**src/rtl/text_console_if.sv**
```systemverilog
// text_console_if
//   Byte-stream handshake into the text console.
//   Signals:
//     in_data  [7:0] character byte
//     in_attr        attribute bit (becomes char_chr[8])
//     in_valid       producer has a byte on in_data/in_attr
//     in_ready       console can accept; transfer on valid && ready at clk edge
//   Modports:
//     master - byte producer (core or other source)
//     slave  - text_console
interface text_console_if;
  logic [7:0] in_data;
  logic       in_attr;
  logic       in_valid;
  logic       in_ready;

  modport master (
    output in_data,
    output in_attr,
    output in_valid,
    input  in_ready
  );

  modport slave (
    input  in_data,
    input  in_attr,
    input  in_valid,
    output in_ready
  );
endinterface

```
**src/rtl/text_console.sv**
```systemverilog
// text_console
//   Character-stream front end for the text-mode display. Accepts bytes over
//   the in_bus handshake, owns the cursor, interprets LF/CR/BS/FF, and drives
//   the display character write port. Line and screen clears are emitted as
//   one SP write per cycle.
//   Ports:
//     clk_sys            system clock
//     btn_rst_n          asynchronous active-low reset
//     in_bus (slave)     byte stream: in_data, in_attr, in_valid, in_ready
//     char_x/char_y      write position (registered)
//     char_chr           write character {attr, code} (registered)
//     char_str           one-cycle write strobe (registered)
//     cur_x/cur_y        current cursor position (registered)
module text_console #(
  parameter int COLS           = 80,
  parameter int ROWS           = 60,
  parameter int CLEAR_ON_RESET = 1
) (
  input  logic                clk_sys,
  input  logic                btn_rst_n,
  text_console_if.slave       in_bus,
  output logic [6:0]          char_x,
  output logic [5:0]          char_y,
  output logic [8:0]          char_chr,
  output logic                char_str,
  output logic [6:0]          cur_x,
  output logic [5:0]          cur_y
);

  typedef enum logic [1:0] {
    ST_IDLE       = 2'd0,
    ST_CLR_LINE   = 2'd1,
    ST_CLR_SCREEN = 2'd2
  } state_t;

  localparam logic [6:0] LAST_X    = 7'(COLS - 1);
  localparam logic [5:0] LAST_Y    = 6'(ROWS - 1);
  localparam logic [8:0] SP        = {1'b0, 8'h20};
  localparam state_t     RST_STATE = (CLEAR_ON_RESET != 0) ? ST_CLR_SCREEN : ST_IDLE;

  state_t     r_state,    w_state;
  logic [6:0] r_cur_x,    w_cur_x;
  logic [5:0] r_cur_y,    w_cur_y;
  logic [6:0] r_clr_x,    w_clr_x;
  logic [5:0] r_clr_y,    w_clr_y;
  // Set once the last clear write has been issued; the following cycle
  // returns to IDLE so in_ready rises only after the final strobe.
  logic       r_clr_done, w_clr_done;
  logic [6:0] r_char_x,   w_char_x;
  logic [5:0] r_char_y,   w_char_y;
  logic [8:0] r_char_chr, w_char_chr;
  logic       r_char_str, w_char_str;

  logic       w_ready;
  logic       w_accept;
  logic [5:0] w_next_row;

  assign w_ready         = (r_state == ST_IDLE);
  assign w_accept        = in_bus.in_valid & w_ready;
  assign in_bus.in_ready = w_ready;

  assign char_x   = r_char_x;
  assign char_y   = r_char_y;
  assign char_chr = r_char_chr;
  assign char_str = r_char_str;
  assign cur_x    = r_cur_x;
  assign cur_y    = r_cur_y;

  // Row that a line advance moves to, wrapping at the last row.
  always_comb begin
    w_next_row = r_cur_y + 6'd1;
    if (r_cur_y == LAST_Y) begin
      w_next_row = 6'd0;
    end else begin
      w_next_row = r_cur_y + 6'd1;
    end
  end

  // Next-state, cursor, clear counters and write-port values.
  always_comb begin
    w_state    = r_state;
    w_cur_x    = r_cur_x;
    w_cur_y    = r_cur_y;
    w_clr_x    = r_clr_x;
    w_clr_y    = r_clr_y;
    w_clr_done = r_clr_done;
    w_char_x   = r_char_x;
    w_char_y   = r_char_y;
    w_char_chr = r_char_chr;
    w_char_str = 1'b0;

    case (r_state)
      ST_IDLE: begin
        if (w_accept) begin
          case (in_bus.in_data)
            8'h0A: begin
              // LF has no own write, so the first clear write (x=0) is
              // issued right away and the counter resumes at x=1.
              w_cur_x    = 7'd0;
              w_cur_y    = w_next_row;
              w_char_x   = 7'd0;
              w_char_y   = w_next_row;
              w_char_chr = SP;
              w_char_str = 1'b1;
              w_clr_x    = 7'd1;
              w_clr_done = 1'b0;
              w_state    = ST_CLR_LINE;
            end
            8'h0D: begin
              w_cur_x = 7'd0;
            end
            8'h08: begin
              if (r_cur_x != 7'd0) begin
                w_cur_x    = r_cur_x - 7'd1;
                w_char_x   = r_cur_x - 7'd1;
                w_char_y   = r_cur_y;
                w_char_chr = SP;
                w_char_str = 1'b1;
              end else begin
                w_cur_x = r_cur_x;
              end
            end
            8'h0C: begin
              // FF: home the cursor and issue the (0,0) clear write now.
              w_cur_x    = 7'd0;
              w_cur_y    = 6'd0;
              w_char_x   = 7'd0;
              w_char_y   = 6'd0;
              w_char_chr = SP;
              w_char_str = 1'b1;
              w_clr_x    = 7'd1;
              w_clr_y    = 6'd0;
              w_clr_done = 1'b0;
              w_state    = ST_CLR_SCREEN;
            end
            default: begin
              if ((in_bus.in_data >= 8'h20) && (in_bus.in_data <= 8'h7E)) begin
                w_char_x   = r_cur_x;
                w_char_y   = r_cur_y;
                w_char_chr = {in_bus.in_attr, in_bus.in_data};
                w_char_str = 1'b1;
                if (r_cur_x == LAST_X) begin
                  // Own write goes out now; the line clear starts next cycle.
                  w_cur_x    = 7'd0;
                  w_cur_y    = w_next_row;
                  w_clr_x    = 7'd0;
                  w_clr_done = 1'b0;
                  w_state    = ST_CLR_LINE;
                end else begin
                  w_cur_x = r_cur_x + 7'd1;
                end
              end else begin
                // Unsupported byte: consumed without effect.
                w_cur_x = r_cur_x;
              end
            end
          endcase
        end else begin
          w_state = ST_IDLE;
        end
      end

      ST_CLR_LINE: begin
        if (r_clr_done) begin
          w_clr_done = 1'b0;
          w_clr_x    = 7'd0;
          w_state    = ST_IDLE;
        end else begin
          w_char_x   = r_clr_x;
          w_char_y   = r_cur_y;
          w_char_chr = SP;
          w_char_str = 1'b1;
          if (r_clr_x == LAST_X) begin
            w_clr_x    = 7'd0;
            w_clr_done = 1'b1;
          end else begin
            w_clr_x = r_clr_x + 7'd1;
          end
        end
      end

      ST_CLR_SCREEN: begin
        if (r_clr_done) begin
          w_clr_done = 1'b0;
          w_clr_x    = 7'd0;
          w_clr_y    = 6'd0;
          w_cur_x    = 7'd0;
          w_cur_y    = 6'd0;
          w_state    = ST_IDLE;
        end else begin
          w_char_x   = r_clr_x;
          w_char_y   = r_clr_y;
          w_char_chr = SP;
          w_char_str = 1'b1;
          if (r_clr_x == LAST_X) begin
            w_clr_x = 7'd0;
            if (r_clr_y == LAST_Y) begin
              w_clr_y    = 6'd0;
              w_clr_done = 1'b1;
            end else begin
              w_clr_y = r_clr_y + 6'd1;
            end
          end else begin
            w_clr_x = r_clr_x + 7'd1;
          end
        end
      end

      default: begin
        w_state = ST_IDLE;
      end
    endcase
  end

  // State, cursor, clear counters and registered write-port outputs.
  always_ff @(posedge clk_sys or negedge btn_rst_n) begin
    if (!btn_rst_n) begin
      r_state    <= RST_STATE;
      r_cur_x    <= 7'd0;
      r_cur_y    <= 6'd0;
      r_clr_x    <= 7'd0;
      r_clr_y    <= 6'd0;
      r_clr_done <= 1'b0;
      r_char_x   <= 7'd0;
      r_char_y   <= 6'd0;
      r_char_chr <= 9'd0;
      r_char_str <= 1'b0;
    end else begin
      r_state    <= w_state;
      r_cur_x    <= w_cur_x;
      r_cur_y    <= w_cur_y;
      r_clr_x    <= w_clr_x;
      r_clr_y    <= w_clr_y;
      r_clr_done <= w_clr_done;
      r_char_x   <= w_char_x;
      r_char_y   <= w_char_y;
      r_char_chr <= w_char_chr;
      r_char_str <= w_char_str;
    end
  end

endmodule

```
**src/flat_wrapper.sv**
```systemverilog
// flat-port wrapper written by rule: the top's interface ports become plain ports
module text_console_flat 
#(
  parameter int COLS           = 80,
  parameter int ROWS           = 60,
  parameter int CLEAR_ON_RESET = 1
)
  (clk_sys, btn_rst_n, char_x, char_y, char_chr, char_str, cur_x, cur_y, in_bus_in_data, in_bus_in_attr, in_bus_in_valid, in_bus_in_ready);
  text_console_if in_bus_i ();
  input  logic clk_sys;
  input  logic btn_rst_n;
  output logic [6:0] char_x;
  output logic [5:0] char_y;
  output logic [8:0] char_chr;
  output logic char_str;
  output logic [6:0] cur_x;
  output logic [5:0] cur_y;
  input wire logic [$bits(in_bus_i.in_data)-1:0] in_bus_in_data;
  input wire logic [$bits(in_bus_i.in_attr)-1:0] in_bus_in_attr;
  input wire logic [$bits(in_bus_i.in_valid)-1:0] in_bus_in_valid;
  output wire logic [$bits(in_bus_i.in_ready)-1:0] in_bus_in_ready;
  assign in_bus_i.in_data = in_bus_in_data;
  assign in_bus_i.in_attr = in_bus_in_attr;
  assign in_bus_i.in_valid = in_bus_in_valid;
  assign in_bus_in_ready = in_bus_i.in_ready;
  text_console #(.COLS(COLS), .ROWS(ROWS), .CLEAR_ON_RESET(CLEAR_ON_RESET)) u_core (.clk_sys(clk_sys), .btn_rst_n(btn_rst_n), .in_bus(in_bus_i), .char_x(char_x), .char_y(char_y), .char_chr(char_chr), .char_str(char_str), .cur_x(cur_x), .cur_y(cur_y));
endmodule
```
**config.mk**
```make
export PLATFORM = sky130hd
export DESIGN_NAME = text_console_flat
export DESIGN_NICKNAME = d
export VERILOG_FILES = /design/src/rtl/text_console_if.sv /design/src/rtl/text_console.sv /design/src/flat_wrapper.sv
export SDC_FILE = /design/constraint.sdc
export NUM_CORES = 1
export LEC_CHECK = 0
export BUFFER_PORTS_ARGS = -buffer_cell sky130_fd_sc_hd__buf_2
export CAP_MARGIN = 25
export CORE_MARGIN = 8
export CORE_UTILIZATION = 55
export DETAILED_ROUTE_END_ITERATION = 10
export PLACE_DENSITY = 0.77
export SETUP_SLACK_MARGIN = 0.05
export SYNTH_ARGS = -nofsm -noshare
export SYNTH_HDL_FRONTEND = slang
export SYNTH_SLANG_ARGS = --single-unit
export TNS_END_PERCENT = 20
```
**constraint.sdc**
```tcl
create_clock -name clk_sys -period 3.2 [get_ports clk_sys]
set_input_delay 0.64 -clock clk_sys [delete_from_list [all_inputs] [get_ports clk_sys]]
set_output_delay 0.64 -clock clk_sys [all_outputs]
set_load 0.03 [all_outputs]
```
==> impl_metrics.py, run 1 <==
metrics = {
    "route": {
        "drc": 0,
        "first_pass_iters": 4,
        "via_per_inst": 6.65,
        "wl_per_cell_um": 19.4,
        "drtIter0Drc": 369,
        "drt-total-wl_mm": 10.4,
        "ant_nets": 0,
        "vias": 3559,
    },
    "clocking": {
        "numCtsBuffers": 5,
        "clockBufferDepth": 2,
        "cts.sink_count": 52,
        "postCtsHoldBufs": 0,
        "clock_latency_ns": 0.31,
        "clkTransAtPathRegs_ns": 0.09,
        "root_buffer": "clkbuf_8",
        "ctsResizeCount": 0,
        "postCtsSetupBuffers": 0,
        "htree_levels": 2,
        "cts_tree": "done",
    },
    "global_route": {
        "grt_pass1_wl_mm": 16.7,
        "grt_max_degree": 28,
        "grt_remaining_overflow": 0,
        "track_usage_pct": 21.1,
        "grt_pass1_vias": 3412,
        "antenna_found_initial": 0,
    },
    "sta": {
        "slew_violations": 0,
        "grt_setup_unrepaired": "false",
        "worst_pin_slew_ns": 0.850,
        "finalSetupViolCount": 0,
        "clock.fmax_mhz": 364,
        "hold_violations": 0,
        "finClkSkew_ns": 0.00333,
        "setup_tns_ns": 0,
        "final.min_clock_period_ns": 2.75,
        "maxSlewHeadroom_pct": 43.2,
        "fin_crit_sh_pct": 85.8,
    },
    "critical_path": {
        "critical_path.slowest_cell": "a21boi_1",
        "critPathMaxStageDelay_ns": 0.55,
        "crit_chain": "ha_1 > and3_1 > and3_1 > a21boi_1 > o31a_1 > mux2_2",
        "r2r_start": "u_core.cur_x[0]",
        "crit_top_cell": "and3_1",
        "critPathTopFamily": "compound AO/OA/AOI/OAI gates",
        "worstPathArrival_ns": 2.95,
        "end_kind": "flip-flop",
        "cp_data_required_time_ns": 3.40,
        "crit_type": "flip-flop to flip-flop",
        "critPathBufInv": 0,
        "cp-start-kind": "flip-flop",
        "startpoint": "u_core.cur_x[0]",
        "worstPathMaxFanout": 8,
    },
    "floorplan": {
        "die_w_um": 98.1,
        "die_h_um": 98.1,
        "row_count": 30,
        "io_pins": 49,
        "die_area_sq_um": 9620,
        "start_util_pct": 55.8,
        "core_sq_um": 6640,
    },
    "power_and_ir_drop": {
        "power.leakage_uw": 0.00180,
        "p_per_area_nw_per_um2": 493,
        "ir_drop_v": 0.000225,
    },
    "synthesis": {
        "synth_seq_cells": 52,
        "synth_area_sq_um": 3710,
        "synthFlopType": "dfrtp_1",
        "async_flop_share_pct": 100,
        "syn_nets": 431,
        "yosys.cell_types.count": 75,
        "synth_edf_count": 0,
        "ys_seq_area_share_pct": 35.1,
        "ys.warnings.count": 0,
        "syn_inst": 409,
        "syn_avg_cell_area_sq_um": 9.06,
    },
    "placement": {
        "gp_congestion": 0.957,
        "placed_cell_area_sq_um": 4050,
        "io_buffer_count": 48,
        "dp_hpwl_mm": 7.75,
    },
    "finish": {
        "n_antenna_cell": 0,
        "drive_gt1_share_pct": 23.1,
        "design_area_sq_um": 4130,
        "area_delta_synth_final_pct": 11.5,
        "final_core_util_pct": 62.2,
        "fin_nets": 476,
    },
    "run_status": {
        "outcome": "complete, no violations",
    },
    "worst_hold_path": {
        "hold_class": "input pin to asynchronous set/reset pin",
    },
    "run": {
        "cap_violations": 0,
    },
}
[cells in the final DEF (no fill, tap or decap), types with 11 or more instances in the layout]
cell type	count
nor2_1	15
nor2b_1	13
a31oi_1	11
nand2_1	32
a21oi_1	17
buf_2	48
o21ai_0	19
buf_4	12
mux2_2	19
dfrtp_1	51
inv_1	23
nand3_1	16
[metrics by stage]
step | setup WS [ns] | power (uW) | hold slack (ns) | std cells
6_report | 0.454 | 2040 | 0.330 | 535
5_1_grt | 0.330 | 2150 | 0.387 | 535
4_1_cts | 0.487 | 2050 | 0.353 | 535
3_5_place_dp | 0.380 | 1670 | 0.474 | 527
3_3_place_gp | 0.470 | 1640 | 0.470 | 527
2_1_floorplan | 0.747 | 1430 | 0.344 | 409
[cells by family (layout without fill, tap and decap cells)]
logic type	count (synthesis)	count (layout)	synth area share (%)
AOI/OAI and AO/OA	133	133	27.0
xor gates and xnor gates	2	2	0.473
adders and majority gates	10	10	3.37
buffers and inverters	46	92	4.93
DFF	52	52	35.1
muxes	28	28	8.27
and+or+nand+nor	138	138	20.9
[report_power, final]
group,leakage (uW),switching [uW],internal [uW]
registers,0.000663,144,774
clock network,0.0000414,219,156
logic,0.00109,477,267
[Yosys cell counts (4+ instances only)]
cell type   n  share of area [%]
clkbuf_1   18                1.8
or2_2       7                1.2
a2bb2oi_1   4               0.94
nor2b_1    13                2.2
o31ai_1     9                1.8
dfrtp_1    51                 34
o211ai_1    6                1.2
nand4_1     5               0.84
mux2_2     19                5.8
mux2i_1     7                1.9
nor3_1     10                1.4
nand3_1    16                2.2
a31oi_1    11                1.9
o22ai_1     7                1.2
inv_1      23                2.3
and3_1      6                1.0
a21oi_1    17                2.3
nand2_1    32                3.2
ha_1       10                3.4
nor2_1     15                1.5
a21o_1      4               0.81
and2_1      4               0.67
nand2b_1    7                1.2
a22oi_1     9                1.8
o21ai_0    19                2.6
o21a_1      5                1.0
[worst paths after layout]
kind | to | slack [ns] | cells past startpoint
setup / recovery | u_core.r_clr_done | 0.45 | 6
hold / removal | u_core.cur_x[0] | 0.33 | 1
setup reg to reg | u_core.r_clr_done | 0.45 | 6
hold reg to reg | u_core.char_chr[7] | 0.50 | 1
max in group asynchronous | u_core.r_state[1] | 2.07 | 2
min in group clk_sys | u_core.char_chr[7] | 0.50 | 1
[cell type report]
| type | instances | area, sq um |
|---|---|---|
| Clock buffer | 6 | 72.6 |
| Clock inverter | 2 | 16.3 |
| Fill cell | 581 | 2510 |
| Inverter | 24 | 90.1 |
| Multi-Input combinational cell | 311 | 2220 |
| Sequential cell | 52 | 1300 |
| Tap cell | 80 | 100 |
| Timing Repair Buffer | 60 | 330 |
[metal layers]
layer	GRT usage, %	part of all wire, %	vias up
li1	-	-	1649
met3	3.70	5.7	21
met5	0	0	-
met4	8.75	2.4	0
met2	34.9	49	146
met1	26.4	43	1743
[registers in the layout, summed over array words and instances (netlist names), 2 cells and up]
signal and cells:
u_core.cur_x 7, u_core.char_y 6, u_core.r_clr_y 6, u_core.char_chr 9
u_core.r_state 2, u_core.r_clr_x 7, u_core.cur_y 6, u_core.char_x 7
Note: power is estimated with default switching activity, not from simulation.
==> run 2, diff against run 1 <==
--- a/config.mk
+++ b/config.mk
@@ -8,9 +8,9 @@
 export BUFFER_PORTS_ARGS = -buffer_cell sky130_fd_sc_hd__buf_2
 export CAP_MARGIN = 25
 export CORE_MARGIN = 8
-export CORE_UTILIZATION = 55
+export CORE_UTILIZATION = 58
 export DETAILED_ROUTE_END_ITERATION = 10
-export PLACE_DENSITY = 0.77
+export PLACE_DENSITY = 0.8
 export SETUP_SLACK_MARGIN = 0.05
 export SYNTH_ARGS = -nofsm -noshare
 export SYNTH_HDL_FRONTEND = slang
==> run 2 against run 1 <==
Utilization grew 3.9 points. Cell count is the same. Non-clock buffer count grew 3. Hold slack lost 0.0090 ns. Routed wire length grew 0.46%. Via count grew 0.62%. Die area shrank 4.3%. First-iteration DRC count shrank 9.5%. Clock skew grew 0.0081 ns. Clock-buffer cell count is the same. Register-to-register slack gained 0.14 ns. Combinational power grew 0.8%.
==> impl_metrics.py, run 2 (synthesis gave the netlist of run 1 again) <==
metrics = {
    "critical_path": {
        "cp-start-kind": "flip-flop",
        "worstPathMaxFanout": 16,
        "worstPathArrival_ns": 2.80,
        "crit_type": "flip-flop to flip-flop",
        "cp_data_required_time_ns": 3.39,
        "end_kind": "flip-flop",
    },
    "finish": {
        "layout_common_cells": "dfrtp_1 (51), buf_2 (48), nand2_1 (32)",
        "fin_nets": 479,
        "drive_gt1_share_pct": 23.6,
        "n_antenna_cell": 0,
        "final_core_util_pct": 66.2,
        "largest_reg_flops": 9,
        "final_common_cell": "dfrtp_1",
        "area_delta_synth_final_pct": 12.0,
        "fin_cells": 535,
    },
    "route": {
        "drt-total-wl_mm": 10.4,
        "ant_nets": 0,
        "first_pass_iters": 5,
        "vias": 3581,
        "drc": 0,
        "via_per_inst": 6.69,
        "drtIter0Drc": 334,
        "wl_per_cell_um": 19.5,
    },
    "sta": {
        "finalSetupViolCount": 0,
        "setup_ws_ns": 0.591,
        "maxSlewHeadroom_pct": 41.8,
        "finClkSkew_ns": 0.0114,
        "clock.fmax_mhz": 383,
        "final.min_clock_period_ns": 2.61,
        "fin_crit_sh_pct": 81.5,
        "setup_tns_ns": 0,
        "grt_setup_unrepaired": "false",
        "worst_pin_slew_ns": 0.870,
        "hold_violations": 0,
        "slew_violations": 0,
    },
    "floorplan": {
        "die_w_um": 96.0,
        "die_h_um": 96.0,
        "io_pins": 49,
        "row_count": 29,
        "core_sq_um": 6280,
        "start_util_pct": 59.1,
        "die_area_sq_um": 9210,
    },
    "clocking": {
        "cts_tree": "done",
        "clkTransAtPathRegs_ns": 0.10,
        "numCtsBuffers": 5,
        "htree_levels": 2,
        "cts.sink_count": 52,
        "root_buffer": "clkbuf_8",
        "postCtsHoldBufs": 0,
        "clock_latency_ns": 0.31,
        "clockBufferDepth": 2,
        "postCtsSetupBuffers": 0,
        "ctsResizeCount": 0,
    },
    "placement": {
        "dp_hpwl_mm": 7.80,
        "post-place-ws_ns": 0.437,
        "io_buffer_count": 48,
        "gp_congestion": 0.921,
        "dp_cells": 527,
    },
    "global_route": {
        "grt_pass1_vias": 3480,
        "grt_pass1_wl_mm": 17.0,
        "grt_max_degree": 28,
        "antenna_found_initial": 0,
        "grt_remaining_overflow": 0,
        "track_usage_pct": 23.0,
    },
    "power_and_ir_drop": {
        "switching_share_pct": 41.4,
        "p_switching_uw": 849,
        "finalPower_uw": 2050,
        "internal-power_uw": 1200,
        "power.leakage_uw": 0.00181,
        "ir_drop_v": 0.000447,
        "seq_power_share_pct": 44.8,
        "p_per_area_nw_per_um2": 494,
        "clkPwrFrac_pct": 18.7,
        "combPwrFrac_pct": 36.6,
    },
    "worst_hold_path": {
        "hold_class": "input pin to asynchronous set/reset pin",
    },
    "run": {
        "cap_violations": 0,
    },
    "run_status": {
        "outcome": "complete, no violations",
    },
}
==> run 2: cell types whose count changed in the layout (fill, tap and decap cells not counted) <==
cell,previous run,this run
buf_4,12,15
==> run 2: area by class of cell <==
| type | instances | area, sq um |
|---|---|---|
| clock buffer | 6 | 72.6 |
| inverter | 24 | 90.1 |
| clock inverter | 2 | 16.3 |
| timing repair buffer | 63 | 353 |
| sequential | 52 | 1300 |
| fill | 526 | 2120 |
| multi-input combinational | 311 | 2220 |
| tap | 77 | 96.3 |
==> run 2: through the flow <==
step	cell area, sq um	hold WS [ns]
global route	4150	0.368
global placement	4060	0.465
detailed placement	4060	0.474
finish	4150	0.321
CTS	4150	0.339
floorplan	3710	0.344
==> run 2: power groups by stage <==
stage	clock network [uW]	logic [uW]	registers, uW
after floorplan	0	371	1060
after global placement	0	729	921
after detailed placement	0	747	927
after CTS	387	749	915
after global routing	412	814	940
final	383	750	918
==> run 2: layer usage <==
| metal | GRT usage [%] | vias to the layer above | share of wire, % |
|---|---|---|---|
| li1 | - | 1641 | - |
| met1 | 28.7 | 1739 | 42 |
| met2 | 38.9 | 170 | 49 |
| met3 | 3.20 | 31 | 6.2 |
| met4 | 9.86 | 0 | 2.7 |
| met5 | 0 | - | 0 |
==> run 2: path summary, 6_finish.rpt <==
path	start	endpoint	slack [ns]	depth (start not counted)
worst max-delay path	u_core.r_state[1]	u_core.char_x[4]	0.59	5
worst max register to register	u_core.r_state[1]	u_core.char_x[4]	0.59	5
max in group asynchronous	btn_rst_n	u_core.cur_x[2]	2.09	2
worst min-delay path	btn_rst_n	u_core.r_clr_x[2]	0.32	1
min in group clk_sys	u_core.char_x[2]	u_core.char_x[2]	0.49	1
worst min register to register	u_core.char_x[2]	u_core.char_x[2]	0.49	1
==> run 2: worst max-delay path, cell delays in order (launching register included) <==
cell and delay (ns):
dfstp_2 0.57, inv_1 0.07, ha_1 0.46, a21o_1 0.27, a211oi_4 0.69, mux2_2 0.42
